### src/rtl/ddr3_init_refresh_seq_if.sv
// ddr3_init_refresh_seq_if
// Groups the DFI command bus and the refresh handshake between the
// init/refresh sequencer and the controller.
//   master : the sequencer. It drives the dfi_* outputs and bus_own_o,
//            cfg_done_o, ref_req_o and ref_err_o. It samples ref_gnt_i.
//   slave  : the controller or PHY mux. It drives ref_gnt_i and reads
//            everything else.
interface ddr3_init_refresh_seq_if #(
  parameter int ADDR_BITS = 14
);
  logic                 dfi_cke_o;
  logic                 dfi_rst_no;
  logic                 dfi_cs_no;
  logic                 dfi_ras_no;
  logic                 dfi_cas_no;
  logic                 dfi_we_no;
  logic                 dfi_odt_o;
  logic [2:0]           dfi_bank_o;
  logic [ADDR_BITS-1:0] dfi_addr_o;
  logic                 bus_own_o;
  logic                 cfg_done_o;
  logic                 ref_req_o;
  logic                 ref_gnt_i;
  logic                 ref_err_o;

  modport master (
    output dfi_cke_o, dfi_rst_no, dfi_cs_no, dfi_ras_no, dfi_cas_no,
           dfi_we_no, dfi_odt_o, dfi_bank_o, dfi_addr_o,
           bus_own_o, cfg_done_o, ref_req_o, ref_err_o,
    input  ref_gnt_i
  );

  modport slave (
    input  dfi_cke_o, dfi_rst_no, dfi_cs_no, dfi_ras_no, dfi_cas_no,
           dfi_we_no, dfi_odt_o, dfi_bank_o, dfi_addr_o,
           bus_own_o, cfg_done_o, ref_req_o, ref_err_o,
    output ref_gnt_i
  );
endinterface

### src/rtl/ddr3_init_refresh_seq.sv
// ddr3_init_refresh_seq
// Runs the DDR3 power-up and mode-register sequence on the DFI command bus:
// RESET# low, then CKE low, then tXPR, then MRS2/3/1/0, then ZQCL.
// After that it hands the bus to the controller and schedules periodic
// auto-refresh (PREA then REF) through a req/gnt handshake.
// Ports:
//   clock  : controller/PHY clock
//   reset  : synchronous, active-high
//   io_dfi : DFI command outputs plus the handshake (master side).
//            bus_own_o is high while this block drives the PHY.
//            cfg_done_o is sticky once init completes.
//            ref_req_o means at least one refresh is pending.
//            ref_gnt_i hands the bus over for one refresh.
//            ref_err_o is sticky and means the pending count overflowed.
module ddr3_init_refresh_seq #(
  parameter int                   ADDR_BITS = 14,
  parameter int                   T_RESET   = 20000,
  parameter int                   T_CKE     = 50000,
  parameter int                   T_XPR     = 17,
  parameter int                   T_MRD     = 4,
  parameter int                   T_MOD     = 12,
  parameter int                   T_ZQINIT  = 512,
  parameter int                   T_RP      = 6,
  parameter int                   T_RFC     = 16,
  parameter int                   T_REFI    = 780,
  parameter logic [ADDR_BITS-1:0] MR0       = 14'h0520,
  parameter logic [ADDR_BITS-1:0] MR1       = 14'h0044,
  parameter logic [ADDR_BITS-1:0] MR2       = 14'h0008,
  parameter logic [ADDR_BITS-1:0] MR3       = 14'h0000
) (
  input  logic                    clock,
  input  logic                    reset,
  ddr3_init_refresh_seq_if.master io_dfi
);

  function automatic int maxOf(input int a, input int b);
    return (a > b) ? a : b;
  endfunction

  localparam int MAX_T  = maxOf(maxOf(maxOf(T_RESET, T_CKE), maxOf(T_XPR, T_MRD)),
                                maxOf(maxOf(T_MOD, T_ZQINIT), maxOf(T_RP, T_RFC)));
  localparam int CNT_W  = $clog2(MAX_T + 1);
  localparam int REFI_W = $clog2(T_REFI + 1);

  // {cs_n, ras_n, cas_n, we_n}; DESEL is held until CKE rises
  localparam logic [3:0] CMD_DESEL = 4'b1111;
  localparam logic [3:0] CMD_NOP   = 4'b0111;
  localparam logic [3:0] CMD_MRS   = 4'b0000;
  localparam logic [3:0] CMD_REF   = 4'b0001;
  localparam logic [3:0] CMD_PREA  = 4'b0010;
  localparam logic [3:0] CMD_ZQCL  = 4'b0110;
  localparam logic [ADDR_BITS-1:0] ADDR_A10 = ADDR_BITS'(1 << 10);

  typedef enum logic [3:0] {
    ST_RST_LO, ST_CKE_LO, ST_XPR, ST_MRS2, ST_MRS3, ST_MRS1, ST_MRS0,
    ST_ZQCL, ST_IDLE, ST_PREA, ST_REF
  } state_t;

  state_t               r_state;
  logic [CNT_W-1:0]     r_cnt;
  logic                 r_cke;
  logic                 r_rstN;
  logic [3:0]           r_cmd;
  logic [2:0]           r_bank;
  logic [ADDR_BITS-1:0] r_addr;
  logic                 r_busOwn;
  logic                 r_cfgDone;
  logic [REFI_W-1:0]    r_refiCnt;
  logic [3:0]           r_pending;
  logic                 r_refReq;
  logic                 r_refErr;

  logic       w_tick;
  logic       w_refIssue;
  logic [3:0] w_pendNext;
  logic       w_overflow;

  assign w_tick     = r_cfgDone && (r_refiCnt == '0);
  // The REF command goes out on the edge that leaves PREA
  assign w_refIssue = (r_state == ST_PREA) && (r_cnt == '0);

  // Pending-refresh bookkeeping. A tick and a REF in the same cycle cancel
  // out. The count stops at 8, the JEDEC postponement limit; a ninth tick
  // is flagged as an error instead of being counted.
  always_comb begin
    w_pendNext = r_pending;
    w_overflow = 1'b0;
    if (w_tick && !w_refIssue) begin
      if (r_pending == 4'd8) w_overflow = 1'b1;
      else                   w_pendNext = r_pending + 4'd1;
    end else if (!w_tick && w_refIssue && (r_pending != 4'd0)) begin
      w_pendNext = r_pending - 4'd1;
    end
  end

  // Single FSM with registered outputs. Each transition loads the shared
  // wait counter and drives that state's outputs on the same edge, so a
  // command lasts one cycle and the state then holds NOP until the counter
  // reaches zero.
  always_ff @(posedge clock) begin
    if (reset) begin
      r_state   <= ST_RST_LO;
      r_cnt     <= CNT_W'(T_RESET - 1);
      r_cke     <= 1'b0;
      r_rstN    <= 1'b0;
      r_cmd     <= CMD_DESEL;
      r_bank    <= '0;
      r_addr    <= '0;
      r_busOwn  <= 1'b1;
      r_cfgDone <= 1'b0;
      r_refiCnt <= REFI_W'(T_REFI - 1);
      r_pending <= '0;
      r_refReq  <= 1'b0;
      r_refErr  <= 1'b0;
    end else begin
      if (r_cfgDone) begin
        r_refiCnt <= w_tick ? REFI_W'(T_REFI - 1) : r_refiCnt - REFI_W'(1);
      end
      r_pending <= w_pendNext;
      r_refReq  <= (w_pendNext != 4'd0);
      if (w_overflow) r_refErr <= 1'b1;

      if (r_cke) begin
        r_cmd  <= CMD_NOP;
        r_bank <= '0;
        r_addr <= '0;
      end
      if (r_cnt != '0) r_cnt <= r_cnt - CNT_W'(1);

      case (r_state)
        ST_RST_LO: if (r_cnt == '0) begin
          r_state <= ST_CKE_LO;
          r_rstN  <= 1'b1;
          r_cnt   <= CNT_W'(T_CKE - 1);
        end
        ST_CKE_LO: if (r_cnt == '0) begin
          r_state <= ST_XPR;
          r_cke   <= 1'b1;
          r_cmd   <= CMD_NOP;
          r_cnt   <= CNT_W'(T_XPR - 1);
        end
        ST_XPR: if (r_cnt == '0) begin
          r_state <= ST_MRS2;
          r_cmd   <= CMD_MRS;
          r_bank  <= 3'd2;
          r_addr  <= MR2;
          r_cnt   <= CNT_W'(T_MRD - 1);
        end
        ST_MRS2: if (r_cnt == '0) begin
          r_state <= ST_MRS3;
          r_cmd   <= CMD_MRS;
          r_bank  <= 3'd3;
          r_addr  <= MR3;
          r_cnt   <= CNT_W'(T_MRD - 1);
        end
        ST_MRS3: if (r_cnt == '0) begin
          r_state <= ST_MRS1;
          r_cmd   <= CMD_MRS;
          r_bank  <= 3'd1;
          r_addr  <= MR1;
          r_cnt   <= CNT_W'(T_MRD - 1);
        end
        ST_MRS1: if (r_cnt == '0) begin
          r_state <= ST_MRS0;
          r_cmd   <= CMD_MRS;
          r_bank  <= 3'd0;
          r_addr  <= MR0;
          r_cnt   <= CNT_W'(T_MOD - 1);
        end
        ST_MRS0: if (r_cnt == '0) begin
          r_state <= ST_ZQCL;
          r_cmd   <= CMD_ZQCL;
          r_addr  <= ADDR_A10;
          r_cnt   <= CNT_W'(T_ZQINIT - 1);
        end
        ST_ZQCL: if (r_cnt == '0) begin
          r_state   <= ST_IDLE;
          r_cfgDone <= 1'b1;
          r_busOwn  <= 1'b0;
        end
        ST_IDLE: if (r_refReq && io_dfi.ref_gnt_i) begin
          r_state  <= ST_PREA;
          r_busOwn <= 1'b1;
          r_cmd    <= CMD_PREA;
          r_addr   <= ADDR_A10;
          r_cnt    <= CNT_W'(T_RP - 1);
        end
        ST_PREA: if (r_cnt == '0) begin
          r_state <= ST_REF;
          r_cmd   <= CMD_REF;
          r_cnt   <= CNT_W'(T_RFC - 1);
        end
        ST_REF: if (r_cnt == '0) begin
          r_state  <= ST_IDLE;
          r_busOwn <= 1'b0;
        end
        default: r_state <= ST_RST_LO;
      endcase
    end
  end

  assign io_dfi.dfi_cke_o  = r_cke;
  assign io_dfi.dfi_rst_no = r_rstN;
  assign io_dfi.dfi_cs_no  = r_cmd[3];
  assign io_dfi.dfi_ras_no = r_cmd[2];
  assign io_dfi.dfi_cas_no = r_cmd[1];
  assign io_dfi.dfi_we_no  = r_cmd[0];
  assign io_dfi.dfi_odt_o  = 1'b0;
  assign io_dfi.dfi_bank_o = r_bank;
  assign io_dfi.dfi_addr_o = r_addr;
  assign io_dfi.bus_own_o  = r_busOwn;
  assign io_dfi.cfg_done_o = r_cfgDone;
  assign io_dfi.ref_req_o  = r_refReq;
  assign io_dfi.ref_err_o  = r_refErr;

endmodule
### src/flat_wrapper.sv
// flat-port wrapper written by rule: the top's interface ports become plain ports
module ddr3_init_refresh_seq_flat 
#(
  parameter int                   ADDR_BITS = 14,
  parameter int                   T_RESET   = 20000,
  parameter int                   T_CKE     = 50000,
  parameter int                   T_XPR     = 17,
  parameter int                   T_MRD     = 4,
  parameter int                   T_MOD     = 12,
  parameter int                   T_ZQINIT  = 512,
  parameter int                   T_RP      = 6,
  parameter int                   T_RFC     = 16,
  parameter int                   T_REFI    = 780,
  parameter logic [ADDR_BITS-1:0] MR0       = 14'h0520,
  parameter logic [ADDR_BITS-1:0] MR1       = 14'h0044,
  parameter logic [ADDR_BITS-1:0] MR2       = 14'h0008,
  parameter logic [ADDR_BITS-1:0] MR3       = 14'h0000
)
  (clock, reset, io_dfi_dfi_cke_o, io_dfi_dfi_rst_no, io_dfi_dfi_cs_no, io_dfi_dfi_ras_no, io_dfi_dfi_cas_no, io_dfi_dfi_we_no, io_dfi_dfi_odt_o, io_dfi_dfi_bank_o, io_dfi_dfi_addr_o, io_dfi_bus_own_o, io_dfi_cfg_done_o, io_dfi_ref_req_o, io_dfi_ref_err_o, io_dfi_ref_gnt_i);
  ddr3_init_refresh_seq_if #(.ADDR_BITS(ADDR_BITS)) io_dfi_i ();
  input  logic clock;
  input  logic reset;
  output wire logic [$bits(io_dfi_i.dfi_cke_o)-1:0] io_dfi_dfi_cke_o;
  output wire logic [$bits(io_dfi_i.dfi_rst_no)-1:0] io_dfi_dfi_rst_no;
  output wire logic [$bits(io_dfi_i.dfi_cs_no)-1:0] io_dfi_dfi_cs_no;
  output wire logic [$bits(io_dfi_i.dfi_ras_no)-1:0] io_dfi_dfi_ras_no;
  output wire logic [$bits(io_dfi_i.dfi_cas_no)-1:0] io_dfi_dfi_cas_no;
  output wire logic [$bits(io_dfi_i.dfi_we_no)-1:0] io_dfi_dfi_we_no;
  output wire logic [$bits(io_dfi_i.dfi_odt_o)-1:0] io_dfi_dfi_odt_o;
  output wire logic [$bits(io_dfi_i.dfi_bank_o)-1:0] io_dfi_dfi_bank_o;
  output wire logic [$bits(io_dfi_i.dfi_addr_o)-1:0] io_dfi_dfi_addr_o;
  output wire logic [$bits(io_dfi_i.bus_own_o)-1:0] io_dfi_bus_own_o;
  output wire logic [$bits(io_dfi_i.cfg_done_o)-1:0] io_dfi_cfg_done_o;
  output wire logic [$bits(io_dfi_i.ref_req_o)-1:0] io_dfi_ref_req_o;
  output wire logic [$bits(io_dfi_i.ref_err_o)-1:0] io_dfi_ref_err_o;
  input wire logic [$bits(io_dfi_i.ref_gnt_i)-1:0] io_dfi_ref_gnt_i;
  assign io_dfi_dfi_cke_o = io_dfi_i.dfi_cke_o;
  assign io_dfi_dfi_rst_no = io_dfi_i.dfi_rst_no;
  assign io_dfi_dfi_cs_no = io_dfi_i.dfi_cs_no;
  assign io_dfi_dfi_ras_no = io_dfi_i.dfi_ras_no;
  assign io_dfi_dfi_cas_no = io_dfi_i.dfi_cas_no;
  assign io_dfi_dfi_we_no = io_dfi_i.dfi_we_no;
  assign io_dfi_dfi_odt_o = io_dfi_i.dfi_odt_o;
  assign io_dfi_dfi_bank_o = io_dfi_i.dfi_bank_o;
  assign io_dfi_dfi_addr_o = io_dfi_i.dfi_addr_o;
  assign io_dfi_bus_own_o = io_dfi_i.bus_own_o;
  assign io_dfi_cfg_done_o = io_dfi_i.cfg_done_o;
  assign io_dfi_ref_req_o = io_dfi_i.ref_req_o;
  assign io_dfi_ref_err_o = io_dfi_i.ref_err_o;
  assign io_dfi_i.ref_gnt_i = io_dfi_ref_gnt_i;
  ddr3_init_refresh_seq #(.ADDR_BITS(ADDR_BITS), .T_RESET(T_RESET), .T_CKE(T_CKE), .T_XPR(T_XPR), .T_MRD(T_MRD), .T_MOD(T_MOD), .T_ZQINIT(T_ZQINIT), .T_RP(T_RP), .T_RFC(T_RFC), .T_REFI(T_REFI), .MR0(MR0), .MR1(MR1), .MR2(MR2), .MR3(MR3)) u_core (.clock(clock), .reset(reset), .io_dfi(io_dfi_i));
endmodule
### config.mk
export PLATFORM = sky130hd
export DESIGN_NAME = ddr3_init_refresh_seq_flat
export DESIGN_NICKNAME = d
export VERILOG_FILES = /design/src/rtl/ddr3_init_refresh_seq_if.sv /design/src/rtl/ddr3_init_refresh_seq.sv /design/src/flat_wrapper.sv
export SDC_FILE = /design/constraint.sdc
export NUM_CORES = 1
export LEC_CHECK = 0
export BUFFER_PORTS_ARGS = -buffer_cell sky130_fd_sc_hd__clkbuf_2
export CAP_MARGIN = 5
export CORE_MARGIN = 2
export CORE_UTILIZATION = 59
export DETAILED_ROUTE_END_ITERATION = 12
export HOLD_SLACK_MARGIN = 0.1
export PLACE_DENSITY = 0.8
export SYNTH_ARGS = -nofsm -noshare
export SYNTH_HDL_FRONTEND = slang
export SYNTH_SLANG_ARGS = --single-unit
### constraint.sdc
create_clock -name clock -period 3.3 [get_ports clock]
set_clock_uncertainty 0.05 [all_clocks]
set_input_delay 0.165 -clock clock [delete_from_list [all_inputs] [get_ports clock]]
set_output_delay 0.165 -clock clock [all_outputs]
set_load 0.05 [all_outputs]
==> results of run 1 <==
[registers in the layout, summed over array words and instances, names as in the netlist]
signal	flops
u_core.r_cnt	16
u_core.io_dfi.dfi_addr_o	14
u_core.r_refiCnt	10
u_core.r_cmd	4
u_core.r_pending	4
u_core.r_state	4
u_core.io_dfi.dfi_bank_o	3
u_core.io_dfi.bus_own_o	1
u_core.io_dfi.cfg_done_o	1
u_core.io_dfi.dfi_cke_o	1
u_core.io_dfi.dfi_rst_no	1
u_core.io_dfi.ref_err_o	1
u_core.io_dfi.ref_req_o	1
[cell type report]
class	instances	area share [%]
Clock buffer	9	3.51
Clock inverter	7	2.34
Inverter	12	1.28
Multi-Input combinational cell	291	50.0
Sequential cell	61	34.6
Tap cell	70	2.48
Timing Repair Buffer	37	5.81
[power by group]
group	internal, uW	switching, uW
sequential	739	2.50
clock	360	336
combinational	10.1	22.3
total	1110	361
[Yosys cell counts (3+ instances only)]
master / count / area share (%)
a21oi_1: 27 / 4.4
nor2_1: 40 / 4.8
nand3_1: 16 / 2.6
a31oi_1: 4 / 0.81
o22ai_1: 3 / 0.61
nor2b_1: 7 / 1.4
clkbuf_1: 15 / 1.8
a211oi_1: 4 / 0.97
inv_1: 10 / 1.2
and2_1: 8 / 1.6
xor2_1: 7 / 2.0
nor4_1: 6 / 1.2
ha_1: 8 / 3.2
nand2b_1: 9 / 1.8
xnor2_1: 14 / 4.0
nand4_1: 5 / 1.0
o31ai_1: 3 / 0.73
a22oi_1: 4 / 0.97
a21o_1: 3 / 0.73
nor3b_1: 4 / 0.97
o21bai_1: 3 / 0.73
dfxtp_1: 61 / 39
o21ai_0: 19 / 3.1
or3_1: 5 / 1.0
and3_1: 4 / 0.81
nand2_1: 33 / 4.0
nor3_1: 20 / 3.2
[stage by stage]
stage	power, uW	instances	area (sq um)	worst slack (ps)	hold slack, ps
floorplan	782	381	3100	546	262
global placement	789	471	3320	752	391
detailed placement	790	471	3320	637	393
CTS	1470	487	3530	601	298
global route	1510	487	3530	312	331
finish	1470	487	3530	546	322
[metal layers]
| layer | wire [microns] | vias up | share of wire (%) | GRT usage, % |
|---|---|---|---|---|
| met5 | 0 | - | 0 | 0 |
| met4 | 117 | 0 | 1.5 | 10.9 |
| met3 | 583 | 17 | 7.7 | 7.35 |
| met2 | 3510 | 127 | 46 | 41.2 |
| met1 | 3380 | 1352 | 45 | 36.4 |
| li1 | - | 1429 | - | - |
[final timing paths]
path / from / to / slack, ps / cells past startpoint
min: io_dfi_ref_gnt_i / u_core.r_state[0] / 320 / 6
max reg2reg: u_core.r_cnt[9] / u_core.r_cnt[0] / 550 / 8
min reg2reg: u_core.io_dfi.dfi_addr_o[7] / u_core.io_dfi.dfi_addr_o[7] / 420 / 1
max: u_core.r_cnt[9] / u_core.r_cnt[0] / 550 / 8
[cells by family (layout without fill, tap and decap cells)]
kind of cell	count (synthesis)	after routing	share of synthesized area (%)
mux	2	2	1.09
xor+xnor	21	21	5.93
other cells	1	1	0.121
buf+inv	29	65	3.63
simple gates	170	170	28.2
fa+ha+maj	8	8	3.23
compound gates	89	89	18.4
flops	61	61	39.4
[worst max-delay path, stage by stage (launching register included)]
cell and delay, ps:
dfxtp_1 340, nor4_2 450, nand4_1 460, nor2_2 230, clkinv_1 310, ha_1 410
o21ai_0 80, a21oi_1 170, o211ai_1 110
==> results.cfg, run 1 <==
[run_status]
outcome = completed

[die]
dieArea_sq_mm = 0.00585
placeableCoreArea_sq_mm = 0.00507
io_pins = 31
die_h_microns = 76.5
rows = 26
die_x_microns = 76.5
initial_core_util_pct = 61.1

[clock_tree]
clock_latency_ps = 350
cts_resized = 0
htree_levels = 3
root_buffer = clkbuf_8
cts.clk_slew.worst_paths_ps = 80
cts_setup_buffers = 0
clock-sinks = 61
cts_tree = built
cts_buffers = 9
hold_buffers = 0
ctsLongestPathBuffers = 2

[finish]
seqCellArea_sq_mm = 0.00122
fin_nets = 423
area_delta_synth_final_pct = 13.9
layout-drive-gt1-share_pct = 16.1
filler_cell_count = 434
insertedDiodeCount = 0
multiInputGateArea_sq_mm = 0.00177
final_cell_mix = dfxtp_1, nor2_1, nand2_1
layout_commonest_cell = dfxtp_1
fin_util_pct = 69.6

[placed_design]
routabilityCongestion = 0.869
portBuffers = 29
dp_hpwl_microns = 5150

[drt]
wl_microns = 7590
viasPerCell = 6.01
first_pass_iters = 7
ant_nets = 0
dr.first_iter.drc_count = 256
drc = 0
vias = 2925
wl_per_cell_microns = 15.6

[timing]
grt_setup_unrepaired = no
clock.fmax_mhz = 363
tns_ps = 0
period_needed_ps = 2750
setup_violations = 0
slew_headroom_pct = 44.6
finalHoldViolCount = 0
post-route-period-util_pct = 83.5
tightest_slew_ps = 831
slew_violations = 0

[synthesis]
ys_types = 57
synth.avg_cell_area_sq_um = 8.13
syn_inst = 381
ys_seq_elements = 61
synth-seq-area-share_pct = 39.4
yosys_warnings = 0
async_flop_share_pct = 0
netlist_area_sq_mm = 0.00310
ys.flop_type = dfxtp_1
syn_nets = 392
synth_edf_count = 0

[power_and_ir_drop]
leakage_uw = 0.00139
power_per_cell_area_mw_per_mm2 = 416
vdd_drop_max_mv = 0.312

[global_route]
grt_pass1_wl_microns = 13000
track_usage_pct = 27.1
first_global_vias = 2802
antenna_found_initial = 0
grt_max_degree = 41
grt_overflow_total = 0

[worst_setup_path]
arrival_ps = 2910
end_kind = register
cp-start-kind = register
crit_type = reg -> reg
required_ps = 3460
worstPathMaxFanout = 10

[job]
drv_cap = 0

[worst_hold_path]
holdCritPathClass = in -> reg
(Power assumes the default switching activity.)
==> run 2, diff against run 1 <==
- CORE_UTILIZATION: 59 -> 53
- PLACE_DENSITY: 0.8 -> 0.76
- clock period: 3.3 -> 2.3 ns (I/O delays scaled with it)
==> results.cfg, run 2 (synthesis results as in run 1) <==
[drt]
first_pass_iters = 5
dr.first_iter.drc_count = 254
wl_per_cell_microns = 15.3
viasPerCell = 5.82
ant_nets = 0
drc = 0
wl_microns = 8030
vias = 3050

[worst_setup_path]
rr_endpoint = u_core.io_dfi.ref_req_o
required_ps = 2450
cp-start-kind = register
crit_slowest_cell = or4_4
crit_family = simple AND/OR/NAND/NOR gates
cp_common_cell = or4_4
end_kind = register
path_depth = 6
r2r_setup_slack_ps = -80
crit_type = reg -> reg
r2r_start = u_core.r_refiCnt[4]
slowest_delay_ps = 540
reg2reg_depth = 6
worstPathCellList = or4_4 -> or4_4 -> and3_1 -> mux4_2 -> nor2_2 -> a41oi_1
worstPathMaxFanout = 2
arrival_ps = 2530
worstPathBufferInverterCount = 0

[clock_tree]
clock_latency_ps = 340
cts.clk_slew.worst_paths_ps = 70
cts_tree = built
cts_buffers = 9
ctsLongestPathBuffers = 2
root_buffer = clkbuf_8
htree_levels = 3
clock-sinks = 61
hold_buffers = 0

[die]
rows = 27
die_h_microns = 80.5
dieArea_sq_mm = 0.00648
initial_core_util_pct = 55.6
die_x_microns = 80.5
io_pins = 31
placeableCoreArea_sq_mm = 0.00557

[finish]
fin_cells = 524
largest_reg_flops = 16
layout-drive-gt1-share_pct = 24.1
area_delta_synth_final_pct = 23.5
fin_util_pct = 68.7
layout_commonest_cell = dfxtp_1
final_cell_mix = dfxtp_1, buf_4, nor2_1
seqCellArea_sq_mm = 0.00122
fin_nets = 459
filler_cell_count = 479
max_flop_register = u_core.r_cnt
insertedDiodeCount = 0
multiInputGateArea_sq_mm = 0.00181

[run_status]
violations = setup timing
outcome = complete, but fails checks

[global_route]
first_global_vias = 2733
grt_pass1_wl_microns = 12500
track_usage_pct = 25.3
grt_max_degree = 40
grt_overflow_total = 0
antenna_found_initial = 0

[placed_design]
routabilityCongestion = 0.945
portBuffers = 29
pre_cts_ws_ps = -76.3
dp_hpwl_microns = 5710
dp.cells = 506

[timing]
clock.fmax_mhz = 420
setup_violations = 2
setup_ws_ps = -79.8
slew_headroom_pct = 57.7
slew_violations = 0
grt_setup_unrepaired = yes
tightest_slew_ps = 629
tns_ps = -84.9
finalHoldViolCount = 0
period_needed_ps = 2380
post-route-period-util_pct = 103

[worst_hold_path]
hp-start = reset
holdCritPathClass = in -> reg
hold_path_depth = 3
min_to = u_core.io_dfi.dfi_addr_o[7]

[power_and_ir_drop]
internal-power_uw = 1570
power_frac_comb_pct = 2.8
clock_power_share_pct = 44.5
power_per_cell_area_mw_per_mm2 = 527
power_switching_uw = 446
vdd_drop_max_mv = 0.388
switching_share_pct = 22.1
leakage_uw = 0.00158
seq_power_share_pct = 52.7

[job]
drv_cap = 0
==> run 2: per-layer routing <==
layer  track usage, %  routed length [microns]  vias to the layer above
met4             8.47                      118                        0
met1             31.3                     3390                     1431
met2             43.3                     4060                      113
li1                 -                        -                     1491
met3             5.84                      456                       15
met5                0                        0                        -
==> run 2: power groups by stage <==
stage	registers (uW)	logic [uW]	clock network [uW]
floorplan	1090	35.4	0
detailed placement	1090	56.5	0
global route	1060	63.7	955
global placement	1090	55.2	0
CTS	1060	57.0	910
finish	1060	56.7	897
==> run 2: timing repair <==
| item | in CTS | in global routing |
|---|---|---|
| buffers inserted | 1 | 2 |
| endpoints found under the hold margin | 0 | 0 |
| pin swaps | 3 | 1 |
| endpoints found under the setup margin | 11 | 13 |
| resized for setup | 1 | 7 |
==> run 2: worst reg2reg max path, cell delays in order, from the launching register on <==
cell and delay [ps]:
dfxtp_1 310, or4_4 540, or4_4 500, and3_1 170, mux4_2 460, nor2_2 110
a41oi_1 110
==> run 2: worst max path at each step <==
stage / from / end / slack, ps
final: u_core.r_refiCnt[4] / u_core.io_dfi.ref_req_o / -80
after global routing: u_core.r_refiCnt[4] / u_core.io_dfi.ref_req_o / -150
after CTS: u_core.r_refiCnt[4] / u_core.io_dfi.ref_req_o / -50
after detailed placement: u_core.r_refiCnt[7] / u_core.io_dfi.ref_req_o / -80
after global placement: u_core.r_refiCnt[7] / u_core.io_dfi.ref_req_o / -40
after floorplan: u_core.io_dfi.cfg_done_o / u_core.io_dfi.ref_req_o / -100
==> run 2: cell type report <==
class | count | share of cell area [%]
Clock buffer | 10 | 3.33
Clock inverter | 5 | 1.37
Inverter | 12 | 1.21
Multi-Input combinational cell | 291 | 47.3
Sequential cell | 61 | 32.0
Tap cell | 72 | 2.35
Timing Repair Buffer | 73 | 12.4
==> run 2: per-stage QoR <==
| stage | power [uW] | hold WS [ps] | cell area (sq um) |
|---|---|---|---|
| global placement | 1140 | 392 | 3590 |
| floorplan | 1120 | 212 | 3110 |
| detailed placement | 1140 | 397 | 3590 |
| CTS | 2030 | 102 | 3780 |
| finish | 2020 | 110 | 3830 |
| global route | 2080 | 120 | 3830 |
==> run 3, diff against run 2 <==
- BUFFER_PORTS_ARGS: -buffer_cell sky130_fd_sc_hd__clkbuf_2 -> default
- CORE_UTILIZATION: 53 -> 57
- DONT_BUFFER_PORTS: default -> 1
- PLACE_DENSITY: 0.76 -> 0.75
- SLEW_MARGIN: default -> 20
==> results.cfg, run 3 (synthesis results as in run 1) <==
[power_and_ir_drop]
power_switching_uw = 502
vdd_drop_max_mv = 0.390
power_frac_comb_pct = 2.3
internal-power_uw = 1690
power_per_cell_area_mw_per_mm2 = 597
leakage_uw = 0.00142
clock_power_share_pct = 49.3
seq_power_share_pct = 48.4
switching_share_pct = 22.9
total_power_uw = 2200

[finish]
fin_cells = 481
filler_cell_count = 417
layout-drive-gt1-share_pct = 17.3
fin_util_pct = 71.0
largest_reg_flops = 16
layout_commonest_cell = dfxtp_1
fin_nets = 417
final_cell_mix = dfxtp_1, nor2_1, nand2_1
insertedDiodeCount = 0
max_flop_register = u_core.r_cnt
area_delta_synth_final_pct = 18.6

[timing]
slew_headroom_pct = 63.2
hold_ws_ps = 134
post-route-period-util_pct = 106
setup_violations = 2
setup_ws_ps = -131
period_needed_ps = 2430
slew_violations = 0
clock.fmax_mhz = 411
grt_setup_unrepaired = yes
finalHoldViolCount = 0
tightest_slew_ps = 551

[drt]
ant_nets = 0
wl_microns = 7920
first_pass_iters = 6
viasPerCell = 6.13
vias = 2948
dr.first_iter.drc_count = 240
drc = 0
wl_per_cell_microns = 16.5

[placed_design]
dp.cells = 462
portBuffers = 0
routabilityCongestion = 0.894
dp_hpwl_microns = 5390
pre_cts_ws_ps = -109

[worst_setup_path]
required_ps = 2450
worstPathMaxFanout = 3
end_kind = register
arrival_ps = 2580
cp-start-kind = register
crit_type = reg -> reg

[clock_tree]
cts_tree = built
root_buffer = clkbuf_8
htree_levels = 3
clock_latency_ps = 360
cts.clk_slew.worst_paths_ps = 70
clock-sinks = 61
ctsLongestPathBuffers = 2
cts_buffers = 9

[global_route]
grt_max_degree = 41
antenna_found_initial = 0
track_usage_pct = 26.7
grt_overflow_total = 0
grt_pass1_wl_microns = 12700
first_global_vias = 2701

[job]
drv_cap = 0

[run_status]
outcome = complete, but fails checks
violations = setup timing

[die]
placeableCoreArea_sq_mm = 0.00517
die_x_microns = 77.7
die_h_microns = 77.7
initial_core_util_pct = 59.9
rows = 26
dieArea_sq_mm = 0.00604
io_pins = 31

[worst_hold_path]
holdCritPathClass = in -> reg
run 3: cell count changes in the layout (fill, tap and decap cells not counted), sizes merged:
cell         change
clkbuf          -30
buf             -14
clkinv           +2
bufinv           +1
clkinvlp         -1
dlygate4sd3      +1
run 3: critical path: stages, from the launching register on:
cell and delay, ps:
dfxtp_1 310, or4_4 540, or4_4 500, and3_1 160
mux4_2 470, nor2_4 120, a41oi_2 130
run 3: final timing paths:
kind / slack [ps] / end / startpoint / cells past startpoint
setup reg to reg: -130 / u_core.io_dfi.ref_req_o / u_core.r_refiCnt[6] / 6
hold reg to reg: 440 / u_core.r_refiCnt[9] / u_core.r_refiCnt[9] / 2
setup / recovery: -130 / u_core.io_dfi.ref_req_o / u_core.r_refiCnt[6] / 6
hold / removal: 130 / u_core.r_state[0] / io_dfi_ref_gnt_i / 5
run 3: area by class of cell:
cell class	count	area (sq um)	share of cell area, %
clock buffers	9	124	3.37
clock inverters	7	100	2.72
inverters	12	46.3	1.26
multi-input cells	291	1840	50.2
flip-flops and latches	61	1220	33.3
well taps	70	87.6	2.38
repair buffers	31	248	6.74
run 3: metrics by stage:
stage / area, sq um / setup TNS, ps
after floorplan: 3110 / -132
after CTS: 3620 / -97.2
after detailed placement: 3340 / -127
final: 3670 / -142
after global routing: 3670 / -280
after global placement: 3340 / -73.0
run 3: repair_timing:
action / CTS / global route
resized for setup: 3 / 11
hold endpoints to repair: 61 / 0
buffers inserted: 1 / 0
pin swaps: 2 / 0
setup endpoints to repair: 5 / 18
hold buffers: 2 / 0
run 3: power groups by stage:
stage	logic (uW)	registers (uW)	clock network, uW
after floorplan	35.4	1090	0
after global placement	32.7	1090	0
after detailed placement	33.3	1090	0
after CTS	49.8	1060	1090
after global routing	58.0	1060	1130
final	51.2	1060	1080
run 3: metal layers:
layer	GRT usage [%]	part of all wire, %	vias to the layer above
met3	4.77	6.2	26
met4	13.6	2.4	0
met5	0	0	-
li1	-	-	1413
met2	43.4	48	117
met1	33.8	43	1392
